===== src/rtl/mul_16bit.sv =====
`default_nettype none
// ============================================================================
//  Module   : mul_16bit
//  Purpose  : Sequential shift-add multiplier, product = A*B + odd.
//             Inverse of the 16-bit by 8-bit restoring divider: given a
//             quotient (A), divisor (B) and remainder (odd) it rebuilds the
//             dividend. One multiplier bit is consumed per clock.
//  Ports    : clk     - rising-edge clock
//             rst     - asynchronous active-high reset
//             start   - operation request, sampled only while idle
//             A       - 16-bit unsigned multiplicand (quotient)
//             B       - 8-bit unsigned multiplier (divisor)
//             odd     - 16-bit unsigned addend (remainder)
//             busy    - computation in progress
//             done    - one-cycle pulse, product valid from this cycle on
//             product - 24-bit result, held until the next done
//             ovf     - product[23:16] non-zero, updated with product
//  Revision : 1.0 - initial release
// ============================================================================
module mul_16bit (
  input  logic        clk,
  input  logic        rst,
  input  logic        start,
  input  logic [15:0] A,
  input  logic [7:0]  B,
  input  logic [15:0] odd,
  output logic        busy,
  output logic        done,
  output logic [23:0] product,
  output logic        ovf
);

  typedef enum logic [0:0] {
    IDLE = 1'b0,
    CALC = 1'b1
  } state_t;

  localparam logic [2:0] c_LAST_BIT = 3'd7;

  state_t      state_q;
  logic [23:0] mcand_q;
  logic [7:0]  mplier_q;
  logic [23:0] acc_q;
  logic [2:0]  cnt_q;
  logic        busy_q;
  logic        done_q;
  logic [23:0] product_q;
  logic        ovf_q;

  logic [23:0] partial_d;
  logic [23:0] acc_d;

  // Partial product for the current multiplier bit. The accumulator is
  // 24 bits wide; the largest result (0xFFFF00) fits, so no wrap occurs.
  always_comb begin
    partial_d = 24'h0;
    if (mplier_q[cnt_q]) begin
      partial_d = mcand_q << cnt_q;
    end
    acc_d = acc_q + partial_d;
  end

  always_ff @(posedge clk or posedge rst) begin
    if (rst) begin
      state_q   <= IDLE;
      mcand_q   <= 24'h0;
      mplier_q  <= 8'h0;
      acc_q     <= 24'h0;
      cnt_q     <= 3'd0;
      busy_q    <= 1'b0;
      done_q    <= 1'b0;
      product_q <= 24'h0;
      ovf_q     <= 1'b0;
    end else begin
      // done is a single-cycle pulse; only the final CALC edge re-raises it.
      done_q <= 1'b0;
      case (state_q)
        IDLE: begin
          if (start) begin
            // Operands are captured so input changes during CALC are ignored.
            mcand_q  <= {8'h00, A};
            mplier_q <= B;
            acc_q    <= {8'h00, odd};
            cnt_q    <= 3'd0;
            busy_q   <= 1'b1;
            state_q  <= CALC;
          end
        end
        CALC: begin
          acc_q <= acc_d;
          cnt_q <= cnt_q + 3'd1;
          if (cnt_q == c_LAST_BIT) begin
            product_q <= acc_d;
            ovf_q     <= |acc_d[23:16];
            done_q    <= 1'b1;
            busy_q    <= 1'b0;
            state_q   <= IDLE;
          end
        end
        default: begin
          state_q <= IDLE;
          busy_q  <= 1'b0;
        end
      endcase
    end
  end

  assign busy    = busy_q;
  assign done    = done_q;
  assign product = product_q;
  assign ovf     = ovf_q;

endmodule
`default_nettype wire


===== config.mk =====
export PLATFORM = sky130hd
export DESIGN_NAME = mul_16bit
export DESIGN_NICKNAME = d
export VERILOG_FILES = /design/src/rtl/mul_16bit.sv
export SDC_FILE = /design/constraint.sdc
export NUM_CORES = 1
export LEC_CHECK = 0
export CORE_ASPECT_RATIO = 1.25
export CORE_UTILIZATION = 50
export DETAILED_ROUTE_END_ITERATION = 6
export GPL_TIMING_DRIVEN = 0
export PLACE_DENSITY_LB_ADDON = 0.25
export SETUP_SLACK_MARGIN = 0.15
export SYNTH_ARGS = -nofsm -noshare
export SYNTH_HDL_FRONTEND = slang
export SYNTH_SLANG_ARGS = --single-unit
export TNS_END_PERCENT = 1

===== constraint.sdc =====
create_clock -name clk -period 8.9 [get_ports clk]
set_input_delay 1.78 -clock clk [delete_from_list [all_inputs] [get_ports clk]]
set_output_delay 1.78 -clock clk [all_outputs]
set_load 0.02 [all_outputs]

==> results of run 1 <==
[cell families (layout without fill, tap and decap cells)]
group                      Yosys count  count (layout)
muxes                               69              69
adders and majority gates           26              26
xor gates and xnor gates            21              21
AOI/OAI and AO/OA                  140             140
buffers and inverters               41             126
DFF                                 79              79
and+or+nand+nor                    141             141
[cell usage in the layout, fill, tap and decap left out, types with 6 or more instances in the layout]
master           synthesis  layout
dfrtp_1                 79      79
mux2_2                  36      36
nor3_1                   6       6
xor2_1                   7       7
xnor2_1                 14      14
a21oi_1                 48      48
o21ai_0                 36      36
clkbuf_1                19      19
nand3_1                  6       6
inv_1                   11      10
a211oi_1                16      16
mux2i_1                 29      29
clkdlybuf4s50_1          0      69
nor2b_1                 17      17
clkbuf_16                0       9
nand2_1                 52      52
buf_1                    6       6
nor2_1                  44      44
a21o_1                   6       6
ha_1                    25      25
[cell type report]
type	count	area [um^2]	share of cell area (%)
Clock buffer	10	239.0	3.884
Clock inverter	5	81.33	1.322
Sequential cell	79	1977	32.13
Inverter	11	43.79	0.7118
Multi-Input combinational cell	397	2824	45.90
Tap cell	126	157.7	2.563
Timing Repair Buffer	70	710.7	11.55
Buffer	30	118.9	1.932
[through the flow]
stage / setup WS (ns) / hold WS [ns] / std cells / util (%) / cell area, um^2
after floorplan: 5.097 / 0.4563 / 517 / - / 4961
after global placement: 3.842 / 0.4603 / 712 / 60.46 / 5809
after detailed placement: 4.595 / 0.4693 / 713 / 60.69 / 5832
after CTS: 4.520 / 0.4823 / 728 / 64.02 / 6152
after global routing: 4.116 / 0.5035 / 728 / 64.02 / 6152
final: 4.441 / 0.4751 / 728 / 64.02 / 6152
[metal layers]
metal | vias to the layer above | global-route usage [%]
li1 | 2020 | -
met1 | 2076 | 33.58
met2 | 120 | 46.57
met3 | 20 | 4.503
met4 | 0 | 9.735
met5 | - | 0
[worst max-delay path: cells and delay by family (launching register included)]
family	cells	cell delay (ns)
DFF	1	0.35
AOI/OAI and AO/OA	6	1.59
muxes	1	0.41
buffers and inverters	3	0.89
and+or+nand+nor	3	0.42
adders and majority gates	1	0.35
xor gates and xnor gates	1	0.33
[cells in the mapped netlist (11+ instances only)]
library cell	instances	area [um^2]
a211oi_1	16	120.1
dfrtp_1	79	1977
ha_1	25	312.8
mux2_2	36	405.4
nor2b_1	17	106.4
clkbuf_1	19	71.32
xnor2_1	14	122.6
o21ai_0	36	180.2
nor2_1	44	165.2
mux2i_1	29	290.3
a21oi_1	48	240.2
nand2_1	52	195.2
inv_1	11	41.29
[state kept, by name (all words and copies together) (netlist names)]
name      cells
acc_q        24
product      24
mcand_q      16
mplier_q      8
cnt_q         3
busy          1
done          1
ovf           1
state_q       1
[worst max path at each step]
stage,to,from,depth (start not counted)
after global routing,ovf,cnt_q[1],15
after global placement,product[18],rst,2
after detailed placement,ovf,cnt_q[1],16
after floorplan,acc_q[0],rst,1
after CTS,ovf,cnt_q[1],15
final,ovf,cnt_q[1],15
==> run_results.csv, run 1 <==
group,metric,value,unit
yosys,synthXorXnorAreaFrac,3.707,%
worst_hold_path,min_to,"product[5]",
setup_path,reg2regPathDepth,15,
placement,io_buffers,69,
global_routing,grt_pass1_wl,21380,um
clock_tree,cts_max_level,3,
setup_path,critPathKind,"flip-flop to flip-flop",
clock_tree,cts_buffer_depth,2,
yosys,ys.flop_type,"dfrtp_1",
yosys,synth_compound_area_share,17.86,%
floorplan,fp.dieW,91.10,um
floorplan,ios,70,
worst_hold_path,hold_path_depth,2,
job,cap_violations,0,
sta,rsz0062_at_grt,"no",
detailed_routing,wl_met2,6544,um
detailed_routing,drc,0,
yosys,synth_mux_area_share,15.84,%
global_routing,grt_overflow_total,0,
detailed_routing,avgRoutedWirePerCell,17.87,um
setup_path,cpMaxStageDelayCell,"clkbuf_1",
detailed_routing,wirelength,13010,um
layout,area_growth,24.01,%
clock_tree,hold_buffers,0,
setup_path,rrSetupSlack,4.44,ns
clock_tree,clk_latency,0.34,ns
setup_path,crit_chain,"clkbuf_1 > mux4_2 > nand2_1 > and2_1 > clkbuf_1 > buf_2 > nor2_1 > ha_1 > a21oi_1 > o211ai_1 > a21oi_1 > o21ai_0 > a21boi_0 > xor2_1 > a41oi_1",
sta,setup_tns,0,ns
yosys,synth_area_per_cell,9.596,um^2
layout,drive_gt1_share,12.29,%
sta,worstMarginPinSlew,0.7983,ns
floorplan,initial_core_util,51.63,%
yosys,ys_types,50,
clock_tree,cts_resized,0,
yosys,seq_area_frac_synth,39.85,%
setup_path,startpoint_type,"flip-flop",
placement,hpwl,10120,um
sta,setup_viol,0,
yosys,syn_area,0.004961,mm^2
setup_path,path_max_fanout,10,
floorplan,rows,40,
clock_tree,cts_tree,"built",
detailed_routing,vias,4236,
global_routing,antenna_found_initial,0,
floorplan,core,0.009609,mm^2
yosys,synth_edf_count,0,
detailed_routing,topRoutingLayerUsed,"met4",
clock_tree,cts_made_buffers,9,
global_routing,grt_pass1_vias,4255,
detailed_routing,wl_met1,5696,um
sta,slew_viol_final,0,
setup_path,worstPathArrival,4.66,ns
detailed_routing,antenna_left,0,
sta,slew_headroom,46.58,%
clock_tree,cts_setup_buffers,0,
yosys,synth_fa_ha_area_share,6.709,%
setup_path,r2r-start,"cnt_q[1]",
worst_hold_path,hp-start,"product[5]",
setup_path,cp_slowest_stage_delay,0.44,ns
sta,clock_skew,0.006426,ns
layout,diodes,0,
status,status,"completed",
sta,fin_crit_sh,50.10,%
setup_path,r2r_end,"ovf",
global_routing,grtUsageTotal,26.80,%
clock_tree,cts.sinks,79,
yosys,synth-seq-cells,79,
floorplan,fp.dieArea,0.01033,mm^2
detailed_routing,routed_via_density,5.819,
yosys,netlist_instances,517,
layout,nFillCells,803,
sta,hold_viol,0,
global_routing,grt_max_degree,43,
yosys,syn-num-nets,586,
yosys,synthSimpleGateAreaFrac,12.81,%
detailed_routing,first_pass_iters,5,
detailed_routing,drtIter0Drc,179,
yosys,synthArstFlopShare,100.0,%
placement,gp_congestion,0.8766,
yosys,synth_top_family_by_area,"compound AO/OA/AOI/OAI gates",
detailed_routing,wl_met3,495,um
worst_hold_path,hp-class,"flip-flop to flip-flop",
layout,nets,667,
floorplan,fp.dieH,113.4,um
clock_tree,path_clk_slew,0.06,ns
setup_path,endpoint_kind,"flip-flop",
setup_path,required,9.10,ns
clock_tree,clock-root-buffer,"clkbuf_16",
sta,fmax,224.3,MHz
sta,min_period,4.459,ns
yosys,yosys_warnings,0,
Power of run 1 is not shown: default switching activity piles up to over one toggle a cycle in this logic, so the estimate is an artifact.
==> run 2, diff against run 1 <==
==> constraint.sdc (replaced) <==
create_clock -name clk -period 4.2 [get_ports clk]
set_input_delay 0.84 -clock clk [delete_from_list [all_inputs] [get_ports clk]]
set_output_delay 0.84 -clock clk [all_outputs]
set_load 0.02 [all_outputs]
==> run_results.csv, run 2 (synthesis results as in run 1) <==
group,metric,value,unit
setup_path,path_max_fanout,10,
sta,setup_tns,0,ns
detailed_routing,drtIter0Drc,169,
detailed_routing,wirelength,13120,um
floorplan,fp.dieArea,0.01033,mm^2
sta,hold_viol,0,
setup_path,required,4.41,ns
worst_hold_path,hp-class,"flip-flop to flip-flop",
clock_tree,cts_buffer_depth,2,
status,status,"completed",
floorplan,rows,40,
sta,fin_crit_sh,92.72,%
sta,clock_skew,0.008504,ns
placement,hpwl,10120,um
sta,slew_headroom,46.90,%
clock_tree,cts.sinks,79,
floorplan,core,0.009609,mm^2
floorplan,initial_core_util,51.63,%
sta,rsz0062_at_grt,"no",
global_routing,grt_pass1_wl,21360,um
setup_path,r2r-start,"cnt_q[0]",
placement,placed_cell_area,0.005832,mm^2
layout,final_cell_mix,"dfrtp_1 (79), clkdlybuf4s50_1 (69), nand2_1 (52), a21oi_1 (45), nor2_1 (43)",
layout,diodes,0,
clock_tree,clock-root-buffer,"clkbuf_16",
clock_tree,clk_latency,0.34,ns
layout,nets,668,
floorplan,fp.dieH,113.4,um
worst_hold_path,hp-start,"product[5]",
global_routing,grt_overflow_total,0,
sta,setup_viol,0,
clock_tree,hold_buffers,0,
clock_tree,cts_max_level,3,
sta,fmax,256.8,MHz
setup_path,worstPathArrival,4.10,ns
layout,stdcell_count,729,
layout,design_area,0.006240,mm^2
detailed_routing,vias,4223,
clock_tree,cts_made_buffers,9,
placement,dp.cells,713,
setup_path,endpoint_kind,"flip-flop",
global_routing,grt_pass1_vias,4251,
setup_path,reg2regPathDepth,16,
layout,drive_gt1_share,15.75,%
layout,final_common_cell,"dfrtp_1",
detailed_routing,first_pass_iters,5,
global_routing,antenna_found_initial,0,
setup_path,startpoint_type,"flip-flop",
layout,multiInputGateArea,0.002889,mm^2
floorplan,fp.dieW,91.10,um
layout,area.sequential,0.001977,mm^2
setup_path,critPathKind,"flip-flop to flip-flop",
sta,slew_viol_final,0,
sta,worstMarginPinSlew,0.7935,ns
detailed_routing,routed_via_density,5.793,
floorplan,ios,70,
clock_tree,path_clk_slew,0.06,ns
global_routing,grtUsageTotal,26.78,%
job,cap_violations,0,
setup_path,rrSetupSlack,0.31,ns
layout,finish.utilization,64.93,%
clock_tree,cts_tree,"built",
placement,io_buffers,69,
sta,min_period,3.894,ns
worst_hold_path,hold_path_depth,2,
layout,area_growth,25.78,%
placement,gp_congestion,0.8766,
layout,nFillCells,798,
detailed_routing,drc,0,
detailed_routing,avgRoutedWirePerCell,17.99,um
setup_path,critPathLaunch,"cnt_q[0]",
detailed_routing,antenna_left,0,
global_routing,grt_max_degree,43,
-- run 2: worst paths after layout --
| kind | endpoint |
|---|---|
| worst min register to register | product[5] |
| worst min-delay path | product[5] |
| min in group asynchronous | busy |
| worst max register to register | ovf |
| worst max-delay path | ovf |
| max in group asynchronous | product[16] |
-- run 2: final cells by class --
| cell class | instances | share of cell area, % |
|---|---|---|
| multi-input combinational | 397 | 46.30 |
| sequential | 79 | 31.68 |
| timing repair buffer | 71 | 11.51 |
| clock buffer | 10 | 3.830 |
| tap | 126 | 2.527 |
| buffer | 30 | 2.146 |
| clock inverter | 5 | 1.303 |
| inverter | 11 | 0.7018 |
-- run 2: through the flow --
stage	setup WS, ns	hold WS [ns]
5_1_grt	0.1352	0.5035
3_5_place_dp	-0.1048	0.4693
3_3_place_gp	-0.09818	0.4603
6_report	0.3056	0.4755
4_1_cts	0.1713	0.4823
2_1_floorplan	0.6348	0.4563
-- run 2: metal layers --
layer  routed length (um)  share of wire [%]  up-vias  global-route usage (%)
met3                  487                3.7       20                   4.503
met2                 6718                 51      116                   46.62
met1                 5685                 43     2062                   33.49
met4                  224                1.7        0                   9.735
met5                    0                  0        -                       0
li1                     -                  -     2025                       -
-- run 2: timing repair --
action	CTS	global route
endpoints found under the setup margin	12	15
gates resized for setup	11	19
hold endpoints to repair	0	0
pin swaps	0	4
buffers inserted	0	1
-- run 2: worst max-delay path, stage by stage, from the launching register on --
cell	delay, ns
dfrtp_1	0.36
buf_4	0.19
mux4_2	0.53
nand2_1	0.18
and2_1	0.15
clkbuf_2	0.15
buf_4	0.17
nor2_1	0.08
ha_1	0.47
and4_1	0.34
nand2_1	0.07
nor2_1	0.20
nand3_1	0.20
a31oi_1	0.21
o22ai_1	0.12
nor4_1	0.20
a41oi_1	0.15
Power of run 2 is left out for the same reason.
